**src/rtl/pc_sequencer_if.sv**
```systemverilog
// Fetch-stage bus between the pipeline front end (master) and the PC sequencer (slave).
// Carries the control requests in and the registered PC state out.
interface pc_sequencer_if #(
    parameter int unsigned PC_WIDTH = 32
);
    logic                stall;
    logic                redirect_valid;
    logic [PC_WIDTH-1:0] redirect_pc;
    logic                halt_req;
    logic                trap_req;
    logic [PC_WIDTH-1:0] pc_out;
    logic [PC_WIDTH-1:0] pc_next;
    logic                pc_valid;
    logic                misaligned;
    logic [PC_WIDTH-1:0] epc;

    modport master (
        output stall, redirect_valid, redirect_pc, halt_req, trap_req,
        input  pc_out, pc_next, pc_valid, misaligned, epc
    );

    modport slave (
        input  stall, redirect_valid, redirect_pc, halt_req, trap_req,
        output pc_out, pc_next, pc_valid, misaligned, epc
    );
endinterface

```
**src/rtl/pc_sequencer.sv**
```systemverilog
// Fetch-stage program counter: BOOT -> RUN -> HALT sequencing with stall, redirect and wrap.
// Optional trap vector and epc register are enabled by defining PC_TRAP_EN.
module pc_sequencer #(
    parameter int unsigned         PC_WIDTH     = 32,
    parameter logic [PC_WIDTH-1:0] RESET_VECTOR = '0,
    parameter int unsigned         INSTR_BYTES  = 4,
    parameter int unsigned         BOOT_CYCLES  = 1,
    parameter logic [PC_WIDTH-1:0] TRAP_VECTOR  = 'h80
) (
    input  logic           clk,
    input  logic           rst,
    pc_sequencer_if.slave  bus
);
    localparam int unsigned         BW         = (BOOT_CYCLES > 1) ? $clog2(BOOT_CYCLES) : 1;
    localparam logic [BW-1:0]       BOOT_LAST  = BW'(BOOT_CYCLES - 1);
    localparam logic [PC_WIDTH-1:0] INC        = PC_WIDTH'(INSTR_BYTES);
    localparam logic [PC_WIDTH-1:0] ALIGN_MASK = PC_WIDTH'(INSTR_BYTES - 1);

    typedef enum logic [1:0] {BOOT = 2'd0, RUN = 2'd1, HALT = 2'd2} state_t;

`ifdef PC_TRAP_EN
    localparam bit TRAP_EN = 1'b1;
`else
    localparam bit TRAP_EN = 1'b0;
`endif

    state_t              state_q, state_nxt;
    logic [BW-1:0]       boot_cnt;
    logic [PC_WIDTH-1:0] pc_q, pc_nxt;
    logic                valid_q, valid_nxt;
    logic                mis_q, mis_nxt;
    logic                trap_take;

    assign trap_take = TRAP_EN && bus.trap_req && (state_q != BOOT);

    always_comb begin
        pc_nxt    = pc_q;
        state_nxt = state_q;
        valid_nxt = valid_q;
        mis_nxt   = mis_q;
        case (state_q)
            BOOT: begin
                if (boot_cnt == BOOT_LAST) begin
                    state_nxt = RUN;
                    valid_nxt = 1'b1;
                end
            end
            // RUN and HALT share the trap/redirect exits; halt and stall only matter in RUN
            RUN, HALT: begin
                if (trap_take) begin
                    pc_nxt    = TRAP_VECTOR;
                    state_nxt = RUN;
                    valid_nxt = 1'b1;
                end else if (bus.redirect_valid) begin
                    pc_nxt    = bus.redirect_pc & ~ALIGN_MASK;
                    mis_nxt   = |(bus.redirect_pc & ALIGN_MASK);
                    state_nxt = RUN;
                    valid_nxt = 1'b1;
                end else if (state_q == RUN && bus.halt_req) begin
                    state_nxt = HALT;
                    valid_nxt = 1'b0;
                end else if (state_q == RUN && !bus.stall) begin
                    pc_nxt = pc_q + INC;
                end
            end
            default: begin
                state_nxt = BOOT;
                valid_nxt = 1'b0;
            end
        endcase
    end

    always_ff @(posedge clk or posedge rst) begin
        if (rst) begin
            state_q  <= BOOT;
            boot_cnt <= '0;
            pc_q     <= RESET_VECTOR;
            valid_q  <= 1'b0;
            mis_q    <= 1'b0;
        end else begin
            state_q <= state_nxt;
            pc_q    <= pc_nxt;
            valid_q <= valid_nxt;
            mis_q   <= mis_nxt;
            if (state_q == BOOT && boot_cnt != BOOT_LAST)
                boot_cnt <= boot_cnt + BW'(1);
        end
    end

`ifdef PC_TRAP_EN
    logic [PC_WIDTH-1:0] epc_q;

    always_ff @(posedge clk or posedge rst) begin
        if (rst)
            epc_q <= '0;
        else if (trap_take)
            epc_q <= pc_q;
    end

    assign bus.epc = epc_q;
`else
    assign bus.epc = '0;
`endif

    assign bus.pc_out     = pc_q;
    assign bus.pc_next    = pc_nxt;
    assign bus.pc_valid   = valid_q;
    assign bus.misaligned = mis_q;
endmodule
```
**src/flat_wrapper.sv**
```systemverilog
// flat-port wrapper written by rule: the top's interface ports become plain ports
module pc_sequencer_flat 
#(
    parameter int unsigned         PC_WIDTH     = 32,
    parameter logic [PC_WIDTH-1:0] RESET_VECTOR = '0,
    parameter int unsigned         INSTR_BYTES  = 4,
    parameter int unsigned         BOOT_CYCLES  = 1,
    parameter logic [PC_WIDTH-1:0] TRAP_VECTOR  = 'h80
)
  (clk, rst, bus_stall, bus_redirect_valid, bus_redirect_pc, bus_halt_req, bus_trap_req, bus_pc_out, bus_pc_next, bus_pc_valid, bus_misaligned, bus_epc);
  pc_sequencer_if #(.PC_WIDTH(PC_WIDTH)) bus_i ();
  input  logic clk;
  input  logic rst;
  input wire logic [$bits(bus_i.stall)-1:0] bus_stall;
  input wire logic [$bits(bus_i.redirect_valid)-1:0] bus_redirect_valid;
  input wire logic [$bits(bus_i.redirect_pc)-1:0] bus_redirect_pc;
  input wire logic [$bits(bus_i.halt_req)-1:0] bus_halt_req;
  input wire logic [$bits(bus_i.trap_req)-1:0] bus_trap_req;
  output wire logic [$bits(bus_i.pc_out)-1:0] bus_pc_out;
  output wire logic [$bits(bus_i.pc_next)-1:0] bus_pc_next;
  output wire logic [$bits(bus_i.pc_valid)-1:0] bus_pc_valid;
  output wire logic [$bits(bus_i.misaligned)-1:0] bus_misaligned;
  output wire logic [$bits(bus_i.epc)-1:0] bus_epc;
  assign bus_i.stall = bus_stall;
  assign bus_i.redirect_valid = bus_redirect_valid;
  assign bus_i.redirect_pc = bus_redirect_pc;
  assign bus_i.halt_req = bus_halt_req;
  assign bus_i.trap_req = bus_trap_req;
  assign bus_pc_out = bus_i.pc_out;
  assign bus_pc_next = bus_i.pc_next;
  assign bus_pc_valid = bus_i.pc_valid;
  assign bus_misaligned = bus_i.misaligned;
  assign bus_epc = bus_i.epc;
  pc_sequencer #(.PC_WIDTH(PC_WIDTH), .RESET_VECTOR(RESET_VECTOR), .INSTR_BYTES(INSTR_BYTES), .BOOT_CYCLES(BOOT_CYCLES), .TRAP_VECTOR(TRAP_VECTOR)) u_core (.clk(clk), .rst(rst), .bus(bus_i));
endmodule
```
**config.mk**
```make
export PLATFORM = sky130hd
export DESIGN_NAME = pc_sequencer_flat
export DESIGN_NICKNAME = d
export VERILOG_FILES = /design/src/rtl/pc_sequencer_if.sv /design/src/rtl/pc_sequencer.sv /design/src/flat_wrapper.sv
export SDC_FILE = /design/constraint.sdc
export NUM_CORES = 1
export LEC_CHECK = 0
export BUFFER_PORTS_ARGS = -buffer_cell sky130_fd_sc_hd__buf_2
export CAP_MARGIN = 20
export CORE_ASPECT_RATIO = 1.5
export CORE_MARGIN = 2
export CORE_UTILIZATION = 49
export CTS_CLUSTER_SIZE = 40
export DETAILED_ROUTE_END_ITERATION = 16
export PLACE_DENSITY = 0.95
export RECOVER_POWER = 50
export REMOVE_ABC_BUFFERS = 1
export SLEW_MARGIN = 20
export SYNTH_ARGS = -nofsm -noshare
export SYNTH_HDL_FRONTEND = slang
export SYNTH_SLANG_ARGS = --single-unit
```
**constraint.sdc**
```tcl
create_clock -name clk -period 7.3 [get_ports clk]
set_input_delay 1.46 -clock clk [delete_from_list [all_inputs] [get_ports clk]]
set_output_delay 1.46 -clock clk [all_outputs]
set_load 0.01 [all_outputs]
```
==> results of run 1 <==
[power by group through the flow]
stage | Combinational (mW) | Sequential, mW | Clock [mW]
after global routing | 0.761 | 0.437 | 0.161
after global placement | 0.696 | 0.409 | 0
after detailed placement | 0.712 | 0.416 | 0
final | 0.697 | 0.420 | 0.148
after CTS | 0.717 | 0.413 | 0.152
after floorplan | 0.385 | 0.435 | 0
[final cells by class]
cell class	instances	area, sq um	area share [%]
multi-input combinational	237	1360	46.3
sequential	36	901	30.6
timing repair buffer	104	482	16.4
clock buffer	8	90.1	3.06
tap	66	82.6	2.80
inverter	7	26.3	0.892
[registers in the layout, summed over array words and instances, names as in the netlist]
| signal | cells |
|---|---|
| u_core.bus.pc_out | 32 |
| u_core.state_q | 2 |
| u_core.boot_cnt | 1 |
| u_core.bus.misaligned | 1 |
[critical path, stage by stage]
cell,delay [ns]
buf_2,0.13
and4bb_2,0.36
nand4_1,0.46
nor4_1,0.88
a211oi_1,0.18
nor3_1,0.26
buf_2,0.18
[cells in the mapped netlist (3+ instances only)]
| cell type | count | share of area [%] |
|---|---|---|
| clkbuf_1 | 15 | 2.2 |
| nor3_1 | 8 | 1.6 |
| o21ai_0 | 15 | 3.0 |
| o41ai_1 | 3 | 1.0 |
| nor2b_1 | 8 | 2.0 |
| a22o_1 | 5 | 1.7 |
| o31ai_1 | 5 | 1.5 |
| or3_1 | 3 | 0.75 |
| inv_1 | 7 | 1.0 |
| nand4_1 | 11 | 2.7 |
| and3_1 | 3 | 0.75 |
| nand2_1 | 32 | 4.8 |
| nand3_1 | 12 | 2.4 |
| and2_1 | 5 | 1.2 |
| nor2_1 | 11 | 1.6 |
| dfrtp_1 | 36 | 36 |
| ha_1 | 4 | 2.0 |
| buf_4 | 33 | 9.9 |
| a211oi_1 | 3 | 0.90 |
| o22ai_1 | 9 | 2.2 |
| a311oi_1 | 3 | 1.0 |
| o32ai_1 | 3 | 1.0 |
| a21oi_1 | 26 | 5.2 |
| nor4_1 | 3 | 0.75 |
[worst max path at each step]
stage	from	end	cells after the start
2_1_floorplan	bus_halt_req	bus_pc_next[30]	5
3_3_place_gp	bus_redirect_valid	bus_pc_next[31]	6
3_5_place_dp	bus_halt_req	bus_pc_next[24]	7
4_1_cts	bus_halt_req	bus_pc_next[24]	7
5_1_grt	bus_halt_req	bus_pc_next[24]	7
6_report	bus_halt_req	bus_pc_next[24]	7
[routing by layer]
metal / routed length (um) / part of all wire [%] / GRT usage (%)
met5: 0 / 0 / 0
met4: 216 / 3.0 / 11.9
met3: 627 / 8.8 / 4.34
met1: 2720 / 38 / 28.9
met2: 3550 / 50 / 41.9
[per-stage QoR]
stage,setup slack [ns],cell area [sq um],utilization (%)
3_3_place_gp,2.06,2900,59.3
4_1_cts,2.03,2990,61.2
6_report,1.94,2950,60.3
2_1_floorplan,2.60,2290,-
3_5_place_dp,2.03,2900,59.3
5_1_grt,1.65,2950,60.3
[layout by cell type (no fill, tap or decap), types with 6 or more instances in the layout]
cell / instances
inv_1: 7
nor3_1: 8
buf_2: 70
clkbuf_8: 6
o21ai_0: 15
nand2_1: 32
clkbuf_1: 35
dfrtp_1: 36
a21oi_1: 26
o22ai_1: 9
conb_1: 32
nand4_1: 11
nand3_1: 12
nor2_1: 11
nor2b_1: 8
[cell families (layout without fill, tap and decap cells)]
family                   Yosys count  in the layout  share of synthesized area, %
adder cells (fa/ha/maj)            4              4                          2.00
AO/OA/AOI/OAI                     87             87                          22.6
AND/OR/NAND/NOR                  112            112                          24.2
other                              1             32                         0.150
multiplexers                       2              2                         0.799
buffers and inverters             58            119                          14.2
flip-flops                        36             36                          36.0
==> impl_metrics.py, run 1 <==
metrics = {
    "run_status": {
        "status": "finished, violations left",
        "violations": "max-capacitance violations, max-slew violations",
    },
    "clock_tree": {
        "ctsResizeCount": 0,
        "postCtsSetupRepairBufs": 0,
        "cts_hold_buf": 0,
        "numCtsBuffers": 5,
        "cts_htree_levels": 2,
        "cts_buffer_depth": 2,
        "clk_latency_ns": 0.29,
        "cts_num_sinks": 36,
        "cts_root_buf": "clkbuf_8",
        "cts_tree": "done",
        "clk_pin_slew_worst_paths_ns": 0.07,
    },
    "timing": {
        "drv_slew": 37,
        "final.setup.tns_ns": 0,
        "hold_viol": 0,
        "max-slew-margin-rel_pct": -31.6,
        "hold-worst-slack_ns": 0.471,
        "rsz0062_at_grt": "false",
        "fin_crit_sh_pct": 73.4,
        "fmax_mhz": 187,
        "setup_violations": 0,
        "skew_ns": 0.00367,
        "worst_pin_slew_ns": 1.97,
        "min_period_ns": 5.36,
    },
    "routing": {
        "via_per_inst": 5.77,
        "dr_total_vias": 2643,
        "drtIter0Drc": 208,
        "wl_per_cell_um": 15.5,
        "routed_wl_mm": 7.11,
        "antenna_left": 0,
        "drc_errors": 0,
        "first_pass_iters": 4,
    },
    "placement": {
        "place_congestion": 0.836,
        "dp_hpwl_mm": 5.18,
        "port_buffers": 102,
        "placed_cells": 450,
    },
    "cells_and_area": {
        "instances_no_fill": 458,
        "area_delta_synth_final_pct": 17.6,
        "fill_cells": 492,
        "nNetsFinal": 433,
        "antenna_cells": 0,
        "drive_above_1_share_pct": 22.7,
    },
    "grt": {
        "grt_max_degree": 40,
        "grt_usage_pct": 24.3,
        "antenna_found_initial": 0,
        "grt_pass1_vias": 2324,
        "grt_pass1_wl_mm": 11.1,
        "overflow": 0,
    },
    "worst_setup_path": {
        "reg2reg_to": "u_core.bus.pc_out[24]$_DFF_PP0_",
        "path_class": "input pin to output pin",
        "cp.arrival_ns": 3.90,
        "reg2reg_depth": 6,
        "cp-end-kind": "output pin",
        "cp.required_ns": 5.84,
        "crit_fanout": 12,
        "rr_startpoint": "u_core.state_q[0]$_DFFE_PP0P_",
        "start_kind": "input pin",
        "r2r_slack_ns": 4.41,
    },
    "yosys": {
        "syn_avg_cell_area_sq_um": 8.35,
        "synth-seq-cells": 36,
        "async_flop_share_pct": 100,
        "yosysWarnings": 0,
        "synth_cells": 300,
        "ys_seq_area_share_pct": 36.0,
        "synth_cell_types": 53,
        "ys.flop_type": "dfrtp_1",
        "syn-cell-area_sq_um": 2500,
        "synth_edf_count": 0,
    },
    "power_and_ir_drop": {
        "switching_share_pct": 50.2,
        "switchingPower_mw": 0.635,
        "finalPower_mw": 1.26,
        "power.density_nw_per_um2": 429,
        "combPwrFrac_pct": 55.1,
        "clockPowerShare_pct": 11.7,
        "p_int_mw": 0.630,
        "leakage_nw": 1.31,
        "ir_drop_mv": 0.197,
        "seqPwrFrac_pct": 33.2,
    },
    "floorplan": {
        "die_w_um": 62.4,
        "dieArea_sq_um": 5710,
        "rows": 31,
        "initial_core_util_pct": 51.3,
        "die_y_um": 91.6,
        "coreArea_sq_um": 4890,
        "io_pins": 136,
    },
    "worst_hold_path": {
        "hold_path_depth": 2,
        "min_from": "u_core.bus.misaligned$_DFFE_PP0P_",
        "hold_class": "flop to flop",
        "hold_end": "u_core.bus.misaligned$_DFFE_PP0P_",
    },
    "run": {
        "maxCapViolations": 1,
    },
}
Note: power is estimated with default switching activity, not from simulation.
==> run 2, diff against run 1 <==
--- a/config.mk
+++ b/config.mk
@@ -9,10 +9,10 @@
 export CAP_MARGIN = 20
 export CORE_ASPECT_RATIO = 1.5
 export CORE_MARGIN = 2
-export CORE_UTILIZATION = 49
+export CORE_UTILIZATION = 45
 export CTS_CLUSTER_SIZE = 40
 export DETAILED_ROUTE_END_ITERATION = 16
-export PLACE_DENSITY = 0.95
+export PLACE_DENSITY = 0.91
 export RECOVER_POWER = 50
 export REMOVE_ABC_BUFFERS = 1
 export SLEW_MARGIN = 20
==> constraint.sdc (replaced) <==
create_clock -name clk -period 5.35 [get_ports clk]
set_input_delay 1.07 -clock clk [delete_from_list [all_inputs] [get_ports clk]]
set_output_delay 1.07 -clock clk [all_outputs]
set_load 0.01 [all_outputs]
==> run 2 against run 1 <==
The flow still finishes with violations (max-capacitance violations, max-slew violations). Clock power grew 38%. Non-clock buffer count grew 1. Via count shrank 0.57%. Global-route usage shrank 1.7 points. Highest routed layer unchanged. Wire length shrank 0.41%. Largest cell class unchanged. Clock skew grew 0.0037 ns.
==> impl_metrics.py, run 2 (synthesis results as in run 1) <==
metrics = {
    "grt": {
        "grt_max_degree": 37,
        "antenna_found_initial": 0,
        "grt_usage_pct": 22.5,
        "grt_pass1_vias": 2355,
        "grt_pass1_wl_mm": 10.9,
        "overflow": 0,
    },
    "clock_tree": {
        "cts_hold_buf": 0,
        "cts_num_sinks": 36,
        "cts_root_buf": "clkbuf_8",
        "cts_buffer_depth": 2,
        "clk_latency_ns": 0.29,
        "clk_pin_slew_worst_paths_ns": 0.07,
        "numCtsBuffers": 5,
        "postCtsSetupRepairBufs": 0,
        "cts_htree_levels": 2,
        "cts_tree": "done",
        "ctsResizeCount": 0,
    },
    "timing": {
        "min_period_ns": 4.49,
        "setup_violations": 0,
        "rsz0062_at_grt": "false",
        "skew_ns": 0.00733,
        "worst_pin_slew_ns": 2.10,
        "fin_crit_sh_pct": 84.0,
        "hold_viol": 0,
        "drv_slew": 37,
        "fmax_mhz": 223,
        "max-slew-margin-rel_pct": -39.8,
        "final.setup.tns_ns": 0,
    },
    "worst_setup_path": {
        "crit_fanout": 12,
        "cp-end-kind": "output pin",
        "cp.required_ns": 4.28,
        "path_class": "input pin to output pin",
        "start_kind": "input pin",
        "cp.arrival_ns": 3.42,
    },
    "worst_hold_path": {
        "hold_class": "flop to flop",
    },
    "routing": {
        "drc_errors": 0,
        "antenna_left": 0,
        "dr_total_vias": 2628,
        "routed_wl_mm": 7.08,
        "wl_per_cell_um": 15.3,
        "via_per_inst": 5.68,
        "drtIter0Drc": 170,
        "first_pass_iters": 4,
    },
    "placement": {
        "dp_hpwl_mm": 5.17,
        "place_congestion": 0.829,
        "port_buffers": 102,
    },
    "cells_and_area": {
        "register_area_sq_um": 901,
        "fin_util_pct": 54.7,
        "final_common_cell": "buf_2",
        "drive_above_1_share_pct": 22.9,
        "area_delta_synth_final_pct": 18.1,
        "largest_register_ffs": 32,
        "antenna_cells": 0,
        "fill_cells": 536,
        "nNetsFinal": 434,
        "layout_common_cells": "70 x buf_2, 36 x dfrtp_1, 35 x clkbuf_1, 32 x nand2_1, 32 x conb_1",
        "multi_input_area_sq_um": 1360,
    },
    "run_status": {
        "violations": "max-capacitance violations, max-slew violations",
        "status": "finished, violations left",
    },
    "floorplan": {
        "coreArea_sq_um": 5410,
        "die_y_um": 95.4,
        "dieArea_sq_um": 6190,
        "die_w_um": 64.9,
        "rows": 33,
        "io_pins": 136,
        "initial_core_util_pct": 46.3,
    },
    "power_and_ir_drop": {
        "ir_drop_mv": 0.212,
        "leakage_nw": 1.31,
        "power.density_nw_per_um2": 582,
    },
    "run": {
        "maxCapViolations": 1,
    },
}
-- run 2: cell type report --
| cell class | instances | share of cell area, % |
|---|---|---|
| Sequential cell | 36 | 30.5 |
| Tap cell | 70 | 2.96 |
| Clock buffer | 8 | 3.05 |
| Multi-Input combinational cell | 237 | 46.1 |
| Timing Repair Buffer | 105 | 16.5 |
| Inverter | 7 | 0.888 |
-- run 2: metrics by stage --
stage | power, mW | std cells | hold slack [ns] | worst slack, ns | cell area, sq um
2_1_floorplan | 1.12 | 280 | 0.507 | 1.43 | 2290
3_3_place_gp | 1.51 | 455 | 0.446 | 0.927 | 2910
3_5_place_dp | 1.54 | 455 | 0.459 | 0.892 | 2910
4_1_cts | 1.75 | 463 | 0.475 | 0.880 | 3000
5_1_grt | 1.85 | 463 | 0.496 | 0.662 | 2960
6_report | 1.72 | 463 | 0.473 | 0.856 | 2960
-- run 2: worst paths after layout --
path,from,to,slack [ns],cells after the start
min in group asynchronous,rst,u_core.bus.pc_out[7]$_DFF_PP0_,1.53,3
max in group asynchronous,rst,u_core.bus.pc_out[17]$_DFF_PP0_,2.61,3
hold / removal,u_core.bus.misaligned$_DFFE_PP0P_,u_core.bus.misaligned$_DFFE_PP0P_,0.47,2
setup / recovery,bus_halt_req,bus_pc_next[24],0.86,7
hold reg to reg,u_core.bus.misaligned$_DFFE_PP0P_,u_core.bus.misaligned$_DFFE_PP0P_,0.47,2
setup reg to reg,u_core.state_q[1]$_DFFE_PP0P_,u_core.bus.pc_out[24]$_DFF_PP0_,2.55,7
-- run 2: metal layers --
| layer | track usage [%] | vias to the layer above | share of wire [%] |
|---|---|---|---|
| met3 | 4.13 | 18 | 6.9 |
| met5 | 0 | - | 0 |
| met1 | 26.0 | 1239 | 40 |
| met4 | 9.93 | 0 | 2.6 |
| met2 | 40.2 | 135 | 51 |
| li1 | - | 1236 | - |
-- run 2: worst max-delay path: stages --
cell and delay [ns]:
buf_2 0.13, and4bb_2 0.36, nand4_1 0.44, nor4_1 0.80, a211oi_1 0.16, nor3_1 0.28
buf_2 0.19
-- run 2: power by group --
| part | switching [mW] | leakage [nW] | internal, mW |
|---|---|---|---|
| Combinational | 0.591 | 0.846 | 0.359 |
| Sequential | 0.172 | 0.422 | 0.396 |
| Clock | 0.0985 | 0.0455 | 0.105 |
